==> config.mk <==
export PLATFORM = sky130hd
export DESIGN_NAME = elevator_scan_controller
export DESIGN_NICKNAME = d
export VERILOG_FILES = /design/src/rtl/elevator_scan_controller.sv
export SDC_FILE = /design/constraint.sdc
export NUM_CORES = 1
export LEC_CHECK = 0
export BUFFER_PORTS_ARGS = -buffer_cell sky130_fd_sc_hd__buf_2
export CAP_MARGIN = 20
export CORE_MARGIN = 4
export CORE_UTILIZATION = 55
export DETAILED_ROUTE_END_ITERATION = 10
export GPL_ROUTABILITY_DRIVEN = 0
export PLACE_DENSITY = 0.87
export SLEW_MARGIN = 25
export SYNTH_ARGS = -nofsm -noshare
export SYNTH_HDL_FRONTEND = slang
export SYNTH_SLANG_ARGS = --single-unit
==> constraint.sdc <==
create_clock -name clk -period 4.3 [get_ports clk]
set_clock_uncertainty 0.2 [all_clocks]
set_input_delay 0.43 -clock clk [delete_from_list [all_inputs] [get_ports clk]]
set_output_delay 0.43 -clock clk [all_outputs]
set_load 0.02 [all_outputs]
==> src/rtl/elevator_scan_controller.sv <==
// SCAN (collective) elevator controller: latches floor requests into a pending mask and
// serves them while sweeping, with programmable floor-to-floor travel and door dwell times.
module elevator_scan_controller #(
   parameter int unsigned FLOORS        = 8,
   parameter int unsigned FW            = $clog2(FLOORS),
   parameter int unsigned TRAVEL_CYCLES = 4,
   parameter int unsigned DOOR_CYCLES   = 8
) (
   input  logic              clk,
   input  logic              rst,
   input  logic [FLOORS-1:0] req,
   input  logic              door_hold,
   output logic [FW-1:0]     current_floor,
   output logic [1:0]        direction,
   output logic              door_open,
   output logic [FLOORS-1:0] pending,
   output logic              arrived
);
   localparam int unsigned TW = (TRAVEL_CYCLES > 1) ? $clog2(TRAVEL_CYCLES) : 1;
   localparam int unsigned DW = (DOOR_CYCLES > 1) ? $clog2(DOOR_CYCLES) : 1;
   localparam logic [TW-1:0] TRAVEL_LOAD = TW'(TRAVEL_CYCLES - 1);
   localparam logic [DW-1:0] DOOR_LOAD   = DW'(DOOR_CYCLES - 1);

   typedef enum logic [1:0] {
      IDLE       = 2'd0,
      MOVING     = 2'd1,
      DOOR_OPEN  = 2'd2,
      DOOR_CLOSE = 2'd3
   } state_t;

   state_t            state_q, state_d;
   logic [FW-1:0]     floor_q, floor_d;
   logic              sweep_up_q, sweep_up_d;
   logic [FLOORS-1:0] pending_q, pending_d;
   logic [TW-1:0]     travel_q, travel_d;
   logic [DW-1:0]     door_q, door_d;
   logic              arrived_q, arrived_d;

   logic [FLOORS-1:0] req_eff;
   logic [FLOORS-1:0] clr;
   logic              open_entry;
   logic              here, above, below, beyond;

   function automatic logic any_above(input logic [FLOORS-1:0] p, input logic [FW-1:0] f);
      logic r;
      r = 1'b0;
      for (int unsigned i = 0; i < FLOORS; i++)
         if (i > 32'(f) && p[i]) r = 1'b1;
      return r;
   endfunction

   function automatic logic any_below(input logic [FLOORS-1:0] p, input logic [FW-1:0] f);
      logic r;
      r = 1'b0;
      for (int unsigned i = 0; i < FLOORS; i++)
         if (i < 32'(f) && p[i]) r = 1'b1;
      return r;
   endfunction

   always_comb begin
      state_d    = state_q;
      floor_d    = floor_q;
      sweep_up_d = sweep_up_q;
      travel_d   = travel_q;
      door_d     = door_q;
      arrived_d  = 1'b0;
      req_eff    = req;
      clr        = '0;
      open_entry = 1'b0;
      beyond     = 1'b0;
      here       = pending_q[floor_q];
      above      = any_above(pending_q, floor_q);
      below      = any_below(pending_q, floor_q);

      case (state_q)
         IDLE: begin
            if (here) begin
               open_entry = 1'b1;
            end else if (sweep_up_q ? above : (above && !below)) begin
               sweep_up_d = 1'b1;
               travel_d   = TRAVEL_LOAD;
               state_d    = MOVING;
            end else if (below) begin
               sweep_up_d = 1'b0;
               travel_d   = TRAVEL_LOAD;
               state_d    = MOVING;
            end
         end
         MOVING: begin
            if (travel_q != '0) begin
               travel_d = travel_q - 1'b1;
            end else begin
               // Stop decision looks at the floor being entered on this same edge.
               floor_d = sweep_up_q ? floor_q + FW'(1) : floor_q - FW'(1);
               beyond  = sweep_up_q ? any_above(pending_q, floor_d)
                                    : any_below(pending_q, floor_d);
               if (pending_q[floor_d] || !beyond) open_entry = 1'b1;
               else                               travel_d   = TRAVEL_LOAD;
            end
         end
         DOOR_OPEN: begin
            req_eff[floor_q] = 1'b0;
            if (req[floor_q] || door_hold) door_d  = DOOR_LOAD;
            else if (door_q == '0)         state_d = DOOR_CLOSE;
            else                           door_d  = door_q - 1'b1;
         end
         DOOR_CLOSE: begin
            if (req[floor_q]) open_entry = 1'b1;
            else              state_d    = IDLE;
         end
         default: state_d = IDLE;
      endcase

      if (open_entry) begin
         state_d      = DOOR_OPEN;
         door_d       = DOOR_LOAD;
         arrived_d    = 1'b1;
         clr[floor_d] = 1'b1;
      end

      pending_d = (pending_q | req_eff) & ~clr;
   end

   always_ff @(posedge clk) begin
      if (rst) begin
         state_q    <= IDLE;
         floor_q    <= '0;
         sweep_up_q <= 1'b1;
         pending_q  <= '0;
         travel_q   <= '0;
         door_q     <= '0;
         arrived_q  <= 1'b0;
      end else begin
         state_q    <= state_d;
         floor_q    <= floor_d;
         sweep_up_q <= sweep_up_d;
         pending_q  <= pending_d;
         travel_q   <= travel_d;
         door_q     <= door_d;
         arrived_q  <= arrived_d;
      end
   end

   assign current_floor = floor_q;
   assign direction     = (state_q == MOVING) ? (sweep_up_q ? 2'b01 : 2'b10) : 2'b00;
   assign door_open     = (state_q == DOOR_OPEN);
   assign pending       = pending_q;
   assign arrived       = arrived_q;

endmodule

==> Word-level counts from Yosys, hierarchy flattened <==
Index checks and enable logic that the tools add are counted.
{ "word_totals": {"regBits": 20, "inputBits": 11, "out_inout_bits": 15} }
{ "op_classes": {"add_sub_neg": 4, "n_lt_le_gt_ge": 33, "n_eq_ne": 15, "n_mux": 77, "n_bitwise": 6, "n_reduce_logical": 49} }
{ "op_table": {"columns": ["op", "n"], "rows": [
  ["$mux 1", 46],
  ["$logic_and 1x1->1", 31],
  ["$mux 2", 14],
  ["$gt 3x3->1 const A", 8],
  ["$mux 3", 7],
  ["$lt 3x3->1 const A", 6],
  ["$ne 3x3->1 const B", 6],
  ["$and 8x8->8", 2],
  ["$mux 8", 2],
  ["$not 8->8", 2],
  ["$gt 2x3->1 const A", 4],
  ["$lt 1x3->1 const A", 4],
  ["$lt 2x3->1 const A", 4],
  ["$lt 3x4->1 const B", 3],
  ["$reduce_and 6->1", 2],
  ["$bmux 1 s3", 3],
  ["$or 8x8->8", 1],
  ["$reduce_bool 2->1", 4],
  ["$demux 1 s3", 2],
  ["$ge 3x1->1 const B", 2],
  ["$gt 1x3->1 const A", 2],
  ["$ne 2x2->1 const B", 3],
  ["$pmux 2 s3", 1],
  ["$sub 3x1->3 const B", 2],
  ["other kinds (20)", 23]
]} }

==> Logic depth before layout (Yosys ltp) <==
Gate-level depths: netlist of run 1.
{ "logic_depth": {"ltp_word": 22, "ltp_mapped": 11, "mapped_depth_nobuf": 9} }

==> Worst setup path before layout of run 1 <==
Ideal clock, no wire load.
{ "synth_path": {"path_kind": "register -> register", "from": "reg floor_q[0] (netlist: current_floor[0])", "to": "reg pending_q[0] (netlist: pending[0])", "setup_time_ns": 0.086, "t_arrival_ns": 2.885, "path_slack_ns": 1.129, "path_stages_with_launch": 12, "synth_period_minus_slack_ns": 3.171, "cell_sequence": "dfxtp_1 > buf_4 > buf_4 > inv_2 > ha_1 > xnor2_1 > mux4_2 > mux2i_1 > o211ai_1 > a31oi_4 > and3b_1 > a211oi_1"} }
{ "synth_between": {"elab_chain_cells": 22, "word_cells_on_any_way": 82, "cone_classes": "2 x add/sub; 18 x order compare; 39 x mux; 5 x bitwise; 18 x reduce/logical"} }
{ "synth_rtl": {"columns": ["item", "line_no", "rtl"], "rows": [
  ["from (decl)", "32", "logic [FW-1:0] floor_q, floor_d;"],
  ["from (signal assigned)", "135", "floor_q <= floor_d;"],
  ["$sub 3x1->3 / $add 3x1->3 (equally long branches)", "94", "floor_d = sweep_up_q ? floor_q + FW'(1) : floor_q - FW'(1);"],
  ["$mux 3", "94", null],
  ["$lt 1x3->1 / $gt 1x3->1 (equally long branches)", "56, 48", null],
  ["$logic_and 1x1->1 (on tied branches)", "56, 48", null],
  ["$mux 1 (on tied branches) (7 in a row)", "56, 48", null],
  ["$mux 1", "90", "if (travel_q != '0) begin"],
  ["$mux 1", "75", "case (state_q)"],
  ["$mux 1", "95", "beyond = sweep_up_q ? any_above(pending_q, floor_d)"],
  ["$logic_not 1->1", "97", "if (pending_q[floor_d] || !beyond) open_entry = 1'b1;"],
  ["$logic_or 1x1->1", "97", null],
  ["$mux 1", "97", null],
  ["$mux 1", "90", null],
  ["$pmux 1 s3", "75", null],
  ["$mux 8", "114", "if (open_entry) begin"],
  ["$not 8->8", "121", "pending_d = (pending_q | req_eff) & ~clr;"],
  ["$and 8x8->8 *", "121", null],
  ["to (signal assigned)", "137", "pending_q <= pending_d;"],
  ["to (decl)", "34", "logic [FLOORS-1:0] pending_q, pending_d;"]
]} }
Mark *: on every way between the ends. The rest lies on a longest branch, timed or not. The select of a mux whose other input is x is not followed.
A chain may end at the register's enable or synchronous reset.

==> Worst setup path after layout of run 1 <==
{ "layout_path": {"from": "reg floor_q[1] (netlist: current_floor[1])", "to": "reg pending_q[1] (netlist: pending[1])"} }
The elaborated chain is that of the path after synthesis.

==> impl_summary.log, run 1 <==
[metrics] outcome: complete, no violations
[metrics] vertical die dimension: ~64 um
[metrics] Final Setup Violations: 0
[metrics] maximum number of pins on one net before global-route repair: 23
[metrics] reported max-cap violation count: 0
[metrics] DRT Wirelength: between 4 and 5 mm
[metrics] count of input and output buffers: 25
[metrics] number of instances in the synthesized netlist: 209
[metrics] commonest non-fill, non-tap cell in the layout: sky130_fd_sc_hd__buf_2
[metrics] capturing element type of the critical path: flip-flop
[metrics] count of boundary I/O pins: 26
[metrics] Detailed Routing Iterations Pass 1: 4
[metrics] P_sw: 0.5219 mW
[metrics] number of flip-flops and latches in the synthesized netlist: 20
[metrics] detailed-route vias per instance: roughly 6.1
[metrics] gr usage total: 0.2320
[metrics] num rows: 20
[metrics] pwr dens: 565.1 nW/um^2
[metrics] synth top area cells: sky130_fd_sc_hd__dfxtp_1 (23%), sky130_fd_sc_hd__ha_1 (10%), sky130_fd_sc_hd__a21oi_1 (5.8%), sky130_fd_sc_hd__mux4_2 (5.2%), sky130_fd_sc_hd__inv_1 (4.8%)
[metrics] final critical path time including I/O delays and setup: 3.083 ns
[metrics] CP max FO: 17
[metrics] Num Clock Sinks: 20
[metrics] number of nets in the finished design: 257
[metrics] worst hold slack across all endpoints: 0.2453 ns
[metrics] Mapped Area: 1734 um^2
[metrics] worst IR drop on VDD: 330.9 uV
[metrics] number of buffers added to fix hold violations after cts: 0
[metrics] Total Neg Setup Slack: 0 ns
[metrics] clock share of power: 0.104
[metrics] combinational group share of total power: 0.635
[metrics] critical path data arrival time: 3.11 ns
[metrics] Static Leak: 0.8158 nW
[metrics] number of H-tree levels: 1
[metrics] Post-route DRC: 0
[metrics] proportion of netlist area held by the largest area contributor: 0.2309
[metrics] delay-heaviest family, CP: compound AO/OA/AOI/OAI gates
[metrics] predominant post-synthesis flop cell: sky130_fd_sc_hd__dfxtp_1
[metrics] critical-path cell list: buf_4, inv_1, ha_1, xnor2_1, mux4_2, nor2_1, o211ai_1, a31oi_4, and3b_1, a211oi_1
[metrics] Hold Fails Final Rpt: 0
[metrics] fraction of layout cells with a size suffix above 1: 0.2035
[metrics] Routed WL per cell: 15.97 um
[metrics] Yosys Warn Count: 0
[metrics] sequential fraction of the synthesis area: 0.2309
[metrics] overall overflow remaining after global route: 0
[metrics] cell taking the most area after synthesis: sky130_fd_sc_hd__dfxtp_1
[metrics] antenna viol nets, final: 0
[metrics] path type of the worst setup path: reg2reg
[metrics] share of the clock period used by the worst path after layout: 0.7170
[metrics] number of global-route vias before repair: 1560
[metrics] fin. max-slew vios: 0
[metrics] maximum count of clock buffers along a single path: 2
[metrics] Peak Freq: 324.4 MHz
[metrics] Detailed Place HPWL: 3.315 mm
[metrics] most frequent cells in the layout: sky130_fd_sc_hd__buf_2 (25), sky130_fd_sc_hd__inv_1 (22), sky130_fd_sc_hd__a21oi_1 (20), sky130_fd_sc_hd__dfxtp_1 (20), sky130_fd_sc_hd__nor2_1 (18)
[metrics] quantity of gates resized following cts: 0
[metrics] clock-pin transition on the worst setup and hold timing paths: approximately 0.11 ns
[metrics] critical path's largest stage delay: 0.38 ns
[metrics] initial cell density of the core: 0.5727
[metrics] number of buffers added for setup after CTS: 0
[metrics] CTS tree: yes
[metrics] count of unique library cells instantiated by Yosys: 53
[metrics] post-synth net total: around 230
[metrics] width of the chip: between 60 and 70 um
[metrics] class of the tightest hold or removal check: in2reg
[metrics] worst path bufs/invs: 2
[metrics] layout-stage area growth over the synthesis result: 10.53%
[metrics] area of the core region: 3028 um^2
[metrics] cell with the largest stage delay on the worst path: sky130_fd_sc_hd__mux4_2
[metrics] share of power burned in registers: 0.261
[metrics] fraction of synthesis flops using an asynchronous set or reset pin: 0
[metrics] Diodes inserted: 0
[metrics] vias after detailed routing: 1672
[metrics] root buf cell: sky130_fd_sc_hd__clkbuf_4
[metrics] total CTS buffers: 3
[metrics] RSZ-0062 raised after global routing: no
[metrics] area enclosed by the die boundary: 4115 um^2
[metrics] number of enable flip-flop cells after synthesis: 0
[metrics] internal cell power: 0.5613 mW
[metrics] global-route wire length before repair: 7.603 mm
[metrics] first-iteration detailed-routing DRC count: 100
[metrics] synthesized area per cell: 8.297 um^2
[metrics] Sw Share: 0.4818
[metrics] worst rel slew slack: 0.4680
[metrics] insertion delay of the later-clocked pin in the worst-skew pair: about 0.31 ns
[metrics] critical path launch point type: flip-flop
[metrics] Worst-Margin Slew: around 0.80 ns
[metrics] required time of the worst setup path: 4.32 ns
[metrics] number of antenna violations at the first check in global routing: 0
-- worst paths after layout --
kind	startpoint	end	slack (ns)	cells after the start
min reg2reg	travel_q[0]	travel_q[0]	0.31	1
min	req[7]	pending[7]	0.25	3
max reg2reg	current_floor[1]	pending[1]	1.22	10
max	current_floor[1]	pending[1]	1.22	10
-- layer usage --
layer	vias to the layer above	part of all wire	GRT usage
met3	9	0.078	0.03691
met2	80	0.49	0.3832
met4	0	0.017	0.08179
li1	809	-	-
met5	-	0	0
met1	774	0.42	0.3054
-- tightest hold or removal path, cell delays in order --
cell                       delay [ns]
sky130_fd_sc_hd__buf_2           0.11
sky130_fd_sc_hd__a21oi_1         0.12
sky130_fd_sc_hd__a211oi_1        0.05
-- Yosys cell counts, types with 2 or more instances --
| cell type | count |
|---|---|
| sky130_fd_sc_hd__a211oi_1 | 10 |
| sky130_fd_sc_hd__a21oi_1 | 20 |
| sky130_fd_sc_hd__a221o_1 | 2 |
| sky130_fd_sc_hd__a311oi_1 | 3 |
| sky130_fd_sc_hd__a31oi_1 | 3 |
| sky130_fd_sc_hd__buf_4 | 2 |
| sky130_fd_sc_hd__clkbuf_1 | 6 |
| sky130_fd_sc_hd__dfxtp_1 | 20 |
| sky130_fd_sc_hd__ha_1 | 14 |
| sky130_fd_sc_hd__inv_1 | 22 |
| sky130_fd_sc_hd__mux2_4 | 2 |
| sky130_fd_sc_hd__mux2i_1 | 4 |
| sky130_fd_sc_hd__mux4_2 | 4 |
| sky130_fd_sc_hd__nand2_1 | 12 |
| sky130_fd_sc_hd__nand2b_1 | 4 |
| sky130_fd_sc_hd__nand3_1 | 5 |
| sky130_fd_sc_hd__nor2_1 | 18 |
| sky130_fd_sc_hd__nor2b_1 | 5 |
| sky130_fd_sc_hd__nor3_1 | 6 |
| sky130_fd_sc_hd__nor3b_1 | 2 |
| sky130_fd_sc_hd__o211ai_1 | 2 |
| sky130_fd_sc_hd__o21ai_0 | 8 |
| sky130_fd_sc_hd__o21bai_1 | 2 |
| sky130_fd_sc_hd__o22ai_1 | 3 |
| sky130_fd_sc_hd__xnor2_1 | 2 |
-- state kept, by name, summed over array words and instances, names as in the netlist --
register       flops
pending            8
current_floor      3
sweep_up_q         1
travel_q           2
arrived            1
door_q             3
state_q            2
-- power groups by stage --
stage          registers (mW)  logic (mW)  clock network (mW)
6_report                0.283       0.688               0.113
5_1_grt                 0.290       0.769               0.124
4_1_cts                 0.282       0.687               0.115
3_5_place_dp            0.285       0.680                   0
3_3_place_gp            0.284       0.660                   0
2_1_floorplan           0.297       0.525                   0
-- final cells by class --
type,count,area (um^2)
tap,44,55.05
multi-input combinational,157,1199
timing repair buffer,27,140.1
clock buffer,4,36.28
fill,258,1111
sequential,20,400.4
inverter,23,86.33
-- logic make-up (layout without fill, tap and decap cells) --
logic type,Yosys count,in the layout,share of synthesized area
buffers and inverters,32,54,0.07792
AOI/OAI and AO/OA,70,70,0.2915
and+or+nand+nor,60,60,0.1912
xor gates and xnor gates,3,3,0.01515
adders and majority gates,14,14,0.1010
muxes,10,10,0.09236
DFF,20,20,0.2309
-- per-stage QoR --
stage                     area (um^2)  power, mW  setup slack (ns)  std cells    util
after global placement           1881     0.9440             1.383        271  0.6211
after CTS                        1917      1.083             1.244        275  0.6331
after global routing             1917      1.182            0.9783        275  0.6331
after detailed placement         1881     0.9658             1.288        271  0.6211
final                            1917      1.083             1.217        275  0.6331
after floorplan                  1734     0.8224             1.129        209       -
(Power assumes the default switching activity.)
==> inputs of run 2 (changes only) <==
- ABC_AREA: not set -> 1
- clock period: 4.3 -> 2.89 ns (I/O delays scaled with it)
==> run 2 against run 1 <==
  * Global-route usage is 0.39 points higher
  * Clock power is 100% higher
  * Highest routed layer unchanged
  * Synthesized area is 8.7% higher
  * Largest cell class unchanged
  * Final area is 10% higher
  * Fmax is 19% higher
  * Register-to-register slack worse by 0.91 ns
  * Worst hold slack worse by 0.12 ns
==> impl_summary.log, run 2 <==
[metrics] outcome: complete, no violations
[metrics] sequential fraction of the synthesis area: 0.2125
[metrics] Peak Freq: 387.2 MHz
[metrics] path type of the worst setup path: reg2reg
[metrics] synth top area cells: sky130_fd_sc_hd__dfxtp_1 (21%), sky130_fd_sc_hd__nand2_1 (18%), sky130_fd_sc_hd__ha_1 (9.3%), sky130_fd_sc_hd__inv_1 (8.6%), sky130_fd_sc_hd__a21oi_1 (6.4%)
[metrics] required time of the worst setup path: 2.90 ns
[metrics] CTS tree: yes
[metrics] most frequent cells in the layout: sky130_fd_sc_hd__nand2_1 (90), sky130_fd_sc_hd__inv_1 (43), sky130_fd_sc_hd__nor2_1 (30)
[metrics] count of input and output buffers: 25
[metrics] power after layout: 2.032 mW
[metrics] vertical die dimension: 66.53 um
[metrics] predominant post-synthesis flop cell: sky130_fd_sc_hd__dfxtp_1
[metrics] width of the chip: 66.53 um
[metrics] critical-path cell list: inv_2, ha_1, inv_1, nand2_1, nand2_4, o21ai_1, nand2_1, a21oi_1, nand2_2, nand3_2, nand2_4, nand2_4, nand2_8, nor3_4, nand2_1, nand2_1, inv_1
[metrics] final critical path time including I/O delays and setup: 2.583 ns
[metrics] Detailed Routing Iterations Pass 1: 5
[metrics] Detailed Place HPWL: 3.814 mm
[metrics] layout-stage area growth over the synthesis result: 12.15%
[metrics] Total Neg Setup Slack: 0 ns
[metrics] clock share of power: 0.114
[metrics] initial cell density of the core: 0.5976
[metrics] antenna viol nets, final: 0
[metrics] Post-route DRC: 0
[metrics] number of flip-flops and latches in the synthesized netlist: 20
[metrics] Final Setup Violations: 0
[metrics] internal cell power: 0.9708 mW
[metrics] first-iteration detailed-routing DRC count: ~170
[metrics] Routed WL per cell: 12.63 um
[metrics] HP Start: rst
[metrics] Mapped Area: around 1900 um^2
[metrics] Sequential cell area: 401.6 um^2
[metrics] Yosys Warn Count: 0
[metrics] Sw Share: 0.5222
[metrics] Reg2Reg Launch Point: current_floor[0]
[metrics] pwr dens: 961.5 nW/um^2
[metrics] cell taking the most area after synthesis: sky130_fd_sc_hd__dfxtp_1
[metrics] maximum number of pins on one net before global-route repair: 17
[metrics] Worst-Margin Slew: between 0.8 and 0.9 ns
[metrics] share of the clock period used by the worst path after layout: 0.8936
[metrics] Filler Cells Inserted: 306
[metrics] critical path data arrival time: 2.59 ns
[metrics] clock-pin transition on the worst setup and hold timing paths: roughly 0.13 ns
[metrics] cell with the largest stage delay on the worst path: sky130_fd_sc_hd__dfxtp_1
[metrics] overall overflow remaining after global route: 0
[metrics] DRT Wirelength: 4.800 mm
[metrics] Hold Fails Final Rpt: 0
[metrics] vias after detailed routing: 2058
[metrics] worst IR drop on VDD: ~660 uV
[metrics] number of enable flip-flop cells after synthesis: 0
[metrics] max reg flops: 8
[metrics] timing startpoint of the critical path: current_floor[0]
[metrics] RSZ-0062 raised after global routing: no
[metrics] post-synth net total: 334
[metrics] area enclosed by the die boundary: 4426 um^2
[metrics] detailed-route vias per instance: 5.416
[metrics] number of H-tree levels: 1
[metrics] number of antenna violations at the first check in global routing: 0
[metrics] Diodes inserted: 0
[metrics] register-to-register setup slack: 0.31 ns
[metrics] capturing element type of the critical path: flip-flop
[metrics] class of the tightest hold or removal check: in2reg
[metrics] maximum count of clock buffers along a single path: 2
[metrics] Num Clock Sinks: 20
[metrics] global-route wire length before repair: between 8 and 9 mm
[metrics] most common cell in the synthesized netlist: sky130_fd_sc_hd__nand2_1
[metrics] num rows: 20
[metrics] total CTS buffers: 3
[metrics] commonest non-fill, non-tap cell in the layout: sky130_fd_sc_hd__nand2_1
[metrics] number of buffers added to fix hold violations after cts: 0
[metrics] CP max FO: 9
[metrics] share of power burned in registers: 0.215
[metrics] critical path's largest stage delay: about 0.50 ns
[metrics] placement-stage cell area: 2059 um^2
[metrics] gr usage total: 0.2359
[metrics] Layout Cells excl Fill: 380
[metrics] Static Leak: approximately 1.1 nW
[metrics] final cell utilization of the core: 0.6702
[metrics] critical path launch point type: flip-flop
[metrics] number of nets in the finished design: 362
[metrics] insertion delay of the later-clocked pin in the worst-skew pair: 0.31 ns
[metrics] P_sw: ~1.1 mW
[metrics] total placed cells including tap cells: 376
[metrics] reported max-cap violation count: 0
[metrics] number of instances in the synthesized netlist: 309
[metrics] root buf cell: sky130_fd_sc_hd__clkbuf_4
[metrics] fraction of synthesis flops using an asynchronous set or reset pin: 0
[metrics] Final Instance Area: 2113 um^2
[metrics] synthesized area per cell: about 6.1 um^2
[metrics] Critical Path Most Common Cell: sky130_fd_sc_hd__nand2_1
[metrics] count of boundary I/O pins: 26
[metrics] proportion of netlist area held by the largest area contributor: 0.2125
[metrics] count of unique library cells instantiated by Yosys: 33
[metrics] multi-input logic area: between 1000 and 1500 um^2
[metrics] combinational group share of total power: 0.671
[metrics] fin. max-slew vios: 0
[metrics] commonest cells in the synthesized netlist: sky130_fd_sc_hd__nand2_1 (90), sky130_fd_sc_hd__inv_1 (43), sky130_fd_sc_hd__nor2_1 (30)
[metrics] worst rel slew slack: 0.4197
[metrics] fraction of layout cells with a size suffix above 1: 0.1815
[metrics] number of global-route vias before repair: 1894
[metrics] area of the core region: 3153 um^2
-- run 2: cell count changes after synthesis, moves of 10 or more --
| cell | previous run | this run |
|---|---|---|
| sky130_fd_sc_hd__nand2_1 | 12 | 90 |
| sky130_fd_sc_hd__inv_1 | 22 | 43 |
| sky130_fd_sc_hd__nor2_1 | 18 | 30 |
| sky130_fd_sc_hd__a211oi_1 | 10 | 0 |
| sky130_fd_sc_hd__nand3_1 | 5 | 15 |
| sky130_fd_sc_hd__o21ai_0 | 8 | 18 |
-- run 2: timing repair --
item                                    in CTS  in global routing
gates resized for setup                      0                  1
endpoints found under the setup margin       0                  8
setup buffers                                0                  0
-- run 2: cell families (layout without fill, tap and decap cells) --
family                     count (synthesis)  after routing  share of synthesized area
and+or+nand+nor                          163            163                     0.4050
AOI/OAI and AO/OA                         58             58                     0.1693
buffers and inverters                     53             80                     0.1155
DFF                                       20             20                     0.2125
adders and majority gates                 14             14                    0.09296
xor gates and xnor gates                   1              1                   0.004649
-- run 2: worst max-delay path: cells and delay by family (launching register included) --
kind	cells	cell delay (ns)
simple gates	11	0.95
flops	1	0.50
fa+ha+maj	1	0.34
compound gates	2	0.29
buf+inv	3	0.20
-- run 2: through the flow --
step	hold WS, ns	worst slack (ns)
final	0.1279	0.3074
after global routing	0.1251	0.04659
after CTS	0.1195	0.2046
after detailed placement	0.2744	0.2456
after global placement	0.2664	0.3417
after floorplan	0.2550	0.3144
-- run 2: layer usage --
metal | GRT usage | share of wire
met1 | 0.3162 | 0.44
met2 | 0.3792 | 0.44
met3 | 0.04722 | 0.10
met4 | 0.07107 | 0.017
met5 | 0 | 0
-- run 2: final cells by class --
| class | instances | share of cell area |
|---|---|---|
| multi-input cells | 236 | 0.5992 |
| clock buffers | 3 | 0.01066 |
| repair buffers | 30 | 0.07697 |
| well taps | 44 | 0.02605 |
| clock inverters | 1 | 0.01421 |
| flip-flops and latches | 20 | 0.1901 |
| inverters | 46 | 0.08289 |
-- run 2: worst paths after layout --
path,cells after the start,end
worst max-delay path,17,pending[2]
worst min-delay path,2,current_floor[0]
worst max register to register,17,pending[2]
worst min register to register,2,travel_q[1]
-- run 2: power by group through the flow --
stage	Combinational [mW]	Clock [mW]	Sequential (mW)
2_1_floorplan	1.04	0	0.463
3_3_place_gp	1.32	0	0.436
3_5_place_dp	1.35	0	0.438
4_1_cts	1.36	0.237	0.432
5_1_grt	1.55	0.247	0.448
6_report	1.36	0.231	0.436
==> inputs of run 3 (changes only) <==
- CAP_MARGIN: 20 -> not set
- RECOVER_POWER: not set -> 100
==> run 3 against run 2 <==
  * Global-route usage did not move
  * Critical path depth fell by 1
  * Core utilization fell by 1.1 points
  * First-iteration DRC count rose by 9.7%
  * Fmax fell by 1.6%
  * Routed wire length rose by 1.6%
  * Clock-buffer cell count did not move
  * Cell count did not move
  * Combinational power barely moved
  * Power fell by 1.3%
  * Setup slack got worse by 0.042 ns
==> impl_summary.log, run 3 (synthesized netlist as in run 2, its figures left out) <==
[metrics] DRT Wirelength: around 4.9 mm
[metrics] RSZ-0062 raised after global routing: no
[metrics] number of antenna violations at the first check in global routing: 0
[metrics] Static Leak: 1.069 nW
[metrics] Total Neg Setup Slack: 0 ns
[metrics] initial cell density of the core: 0.5976
[metrics] class of the tightest hold or removal check: in2reg
[metrics] vias after detailed routing: 2074
[metrics] maximum number of pins on one net before global-route repair: 17
[metrics] number of nets in the finished design: 362
[metrics] number of buffers added for setup after CTS: 0
[metrics] global-route wire length before repair: 8.273 mm
[metrics] antenna viol nets, final: 0
[metrics] CP max FO: 11
[metrics] vertical die dimension: 66.53 um
[metrics] Worst-Margin Slew: 0.8359 ns
[metrics] required time of the worst setup path: 2.92 ns
[metrics] fin. max-slew vios: 0
[metrics] CTS tree: yes
[metrics] outcome: complete, no violations
[metrics] Post-route DRC: 0
[metrics] gr usage total: 0.2359
[metrics] clock-pin transition on the worst setup and hold timing paths: 0.12 ns
[metrics] pre-CTS setup slack: between 0.2 and 0.25 ns
[metrics] Detailed Routing Iterations Pass 1: 5
[metrics] Diodes inserted: 0
[metrics] critical path data arrival time: 2.65 ns
[metrics] number of H-tree levels: 1
[metrics] detailed-route vias per instance: 5.458
[metrics] max reg flops: 8
[metrics] Num Clock Sinks: 20
[metrics] area of the core region: 3153 um^2
[metrics] insertion delay of the later-clocked pin in the worst-skew pair: 0.31 ns
[metrics] Final Setup Violations: 0
[metrics] share of the clock period used by the worst path after layout: 0.9082
[metrics] num rows: 20
[metrics] most frequent cells in the layout: sky130_fd_sc_hd__nand2_1 (90), sky130_fd_sc_hd__inv_1 (43), sky130_fd_sc_hd__nor2_1 (31)
[metrics] worst hold slack across all endpoints: ~0.13 ns
[metrics] routed wl met2: 2.103 mm
[metrics] capturing element type of the critical path: flip-flop
[metrics] total CTS buffers: 3
[metrics] maximum count of clock buffers along a single path: 2
[metrics] area enclosed by the die boundary: 4426 um^2
[metrics] power after layout: 2.006 mW
[metrics] overall overflow remaining after global route: 0
[metrics] Routed met3 length: 465 um
[metrics] pwr dens: slightly below 1000 nW/um^2
[metrics] Filler Cells Inserted: 317
[metrics] uppermost layer routed: met4
[metrics] worst IR drop on VDD: 648.7 uV
[metrics] Peak Freq: between 300 and 400 MHz
[metrics] cell count of the worst hold path: 2
[metrics] post-route setup slack: 0.2654 ns
[metrics] Detailed Place HPWL: 3.814 mm
[metrics] reported max-cap violation count: 0
[metrics] path type of the worst setup path: reg2reg
[metrics] met1 layer wirelength in the final routing: 2.214 mm
[metrics] Routed WL per cell: 12.84 um
[metrics] layout-stage area growth over the synthesis result: 10.36%
[metrics] Hold Fails Final Rpt: 0
[metrics] worst rel slew slack: 0.4369
[metrics] first-iteration detailed-routing DRC count: around 180
[metrics] critical path launch point type: flip-flop
[metrics] width of the chip: between 60 and 70 um
[metrics] root buf cell: sky130_fd_sc_hd__clkbuf_4
[metrics] Worst Reg2Reg Path Length in Cells: 16
[metrics] count of input and output buffers: 25
[metrics] number of buffers added to fix hold violations after cts: 0
[metrics] count of boundary I/O pins: 26
[metrics] number of global-route vias before repair: 1894
[metrics] fraction of layout cells with a size suffix above 1: 0.1339
[metrics] commonest non-fill, non-tap cell in the layout: sky130_fd_sc_hd__nand2_1
[metrics] final critical path time including I/O delays and setup: approximately 2.6 ns
-- run 3: per-stage QoR --
stage | std cells | util | instance area [um^2]
floorplan | 309 | - | 1884
global placement | 376 | 0.6532 | 2059
detailed placement | 376 | 0.6532 | 2059
CTS | 380 | 0.6698 | 2112
global route | 380 | 0.6595 | 2079
finish | 380 | 0.6595 | 2079
-- run 3: per-layer routing --
metal	up-vias	global-route usage
met4	0	0.07107
met5	-	0
met3	12	0.04722
li1	1036	-
met1	914	0.3162
met2	112	0.3792
-- run 3: final cells by class --
class,count,area (um^2),area share
repair buffers,30,136.4,0.06558
multi-input cells,236,1259,0.6053
clock buffers,3,22.52,0.01083
well taps,44,55.05,0.02647
inverters,46,175.2,0.08424
flip-flops and latches,20,401.6,0.1931
clock inverters,1,30.03,0.01444
-- run 3: power breakdown --
| part | switching, mW | internal (mW) | leakage, nW |
|---|---|---|---|
| logic | 0.891 | 0.447 | 0.875 |
| clock network | 0.0908 | 0.140 | 0.0279 |
| registers | 0.0777 | 0.359 | 0.167 |
-- run 3: path summary, 6_finish.rpt --
kind	start	to	slack, ns
min reg2reg	travel_q[1]	travel_q[1]	0.29
max	current_floor[2]	state_q[1]	0.27
max reg2reg	current_floor[2]	state_q[1]	0.27
min	rst	current_floor[0]	0.13
-- run 3: critical path, cell delays in order (launching register included) --
cell                       delay [ns]
sky130_fd_sc_hd__dfxtp_1         0.36
sky130_fd_sc_hd__clkbuf_1        0.45
sky130_fd_sc_hd__inv_4           0.11
sky130_fd_sc_hd__nor2_2          0.19
sky130_fd_sc_hd__nand2_2         0.11
sky130_fd_sc_hd__nand3_1         0.08
sky130_fd_sc_hd__o21ai_1         0.07
sky130_fd_sc_hd__a21oi_1         0.12
sky130_fd_sc_hd__nand2_1         0.11
sky130_fd_sc_hd__nor2_2          0.14
sky130_fd_sc_hd__nand2_1         0.11
sky130_fd_sc_hd__nand2_1         0.12
sky130_fd_sc_hd__inv_1           0.05
sky130_fd_sc_hd__a21oi_1         0.12
sky130_fd_sc_hd__nor2_1          0.06
sky130_fd_sc_hd__nor2_1          0.08
sky130_fd_sc_hd__nor2_1          0.05
-- run 3: repair_timing --
item                                    in CTS  in global routing
gates resized for setup                      0                  1
endpoints found under the setup margin       0                  8
hold endpoints to repair                     0                  0
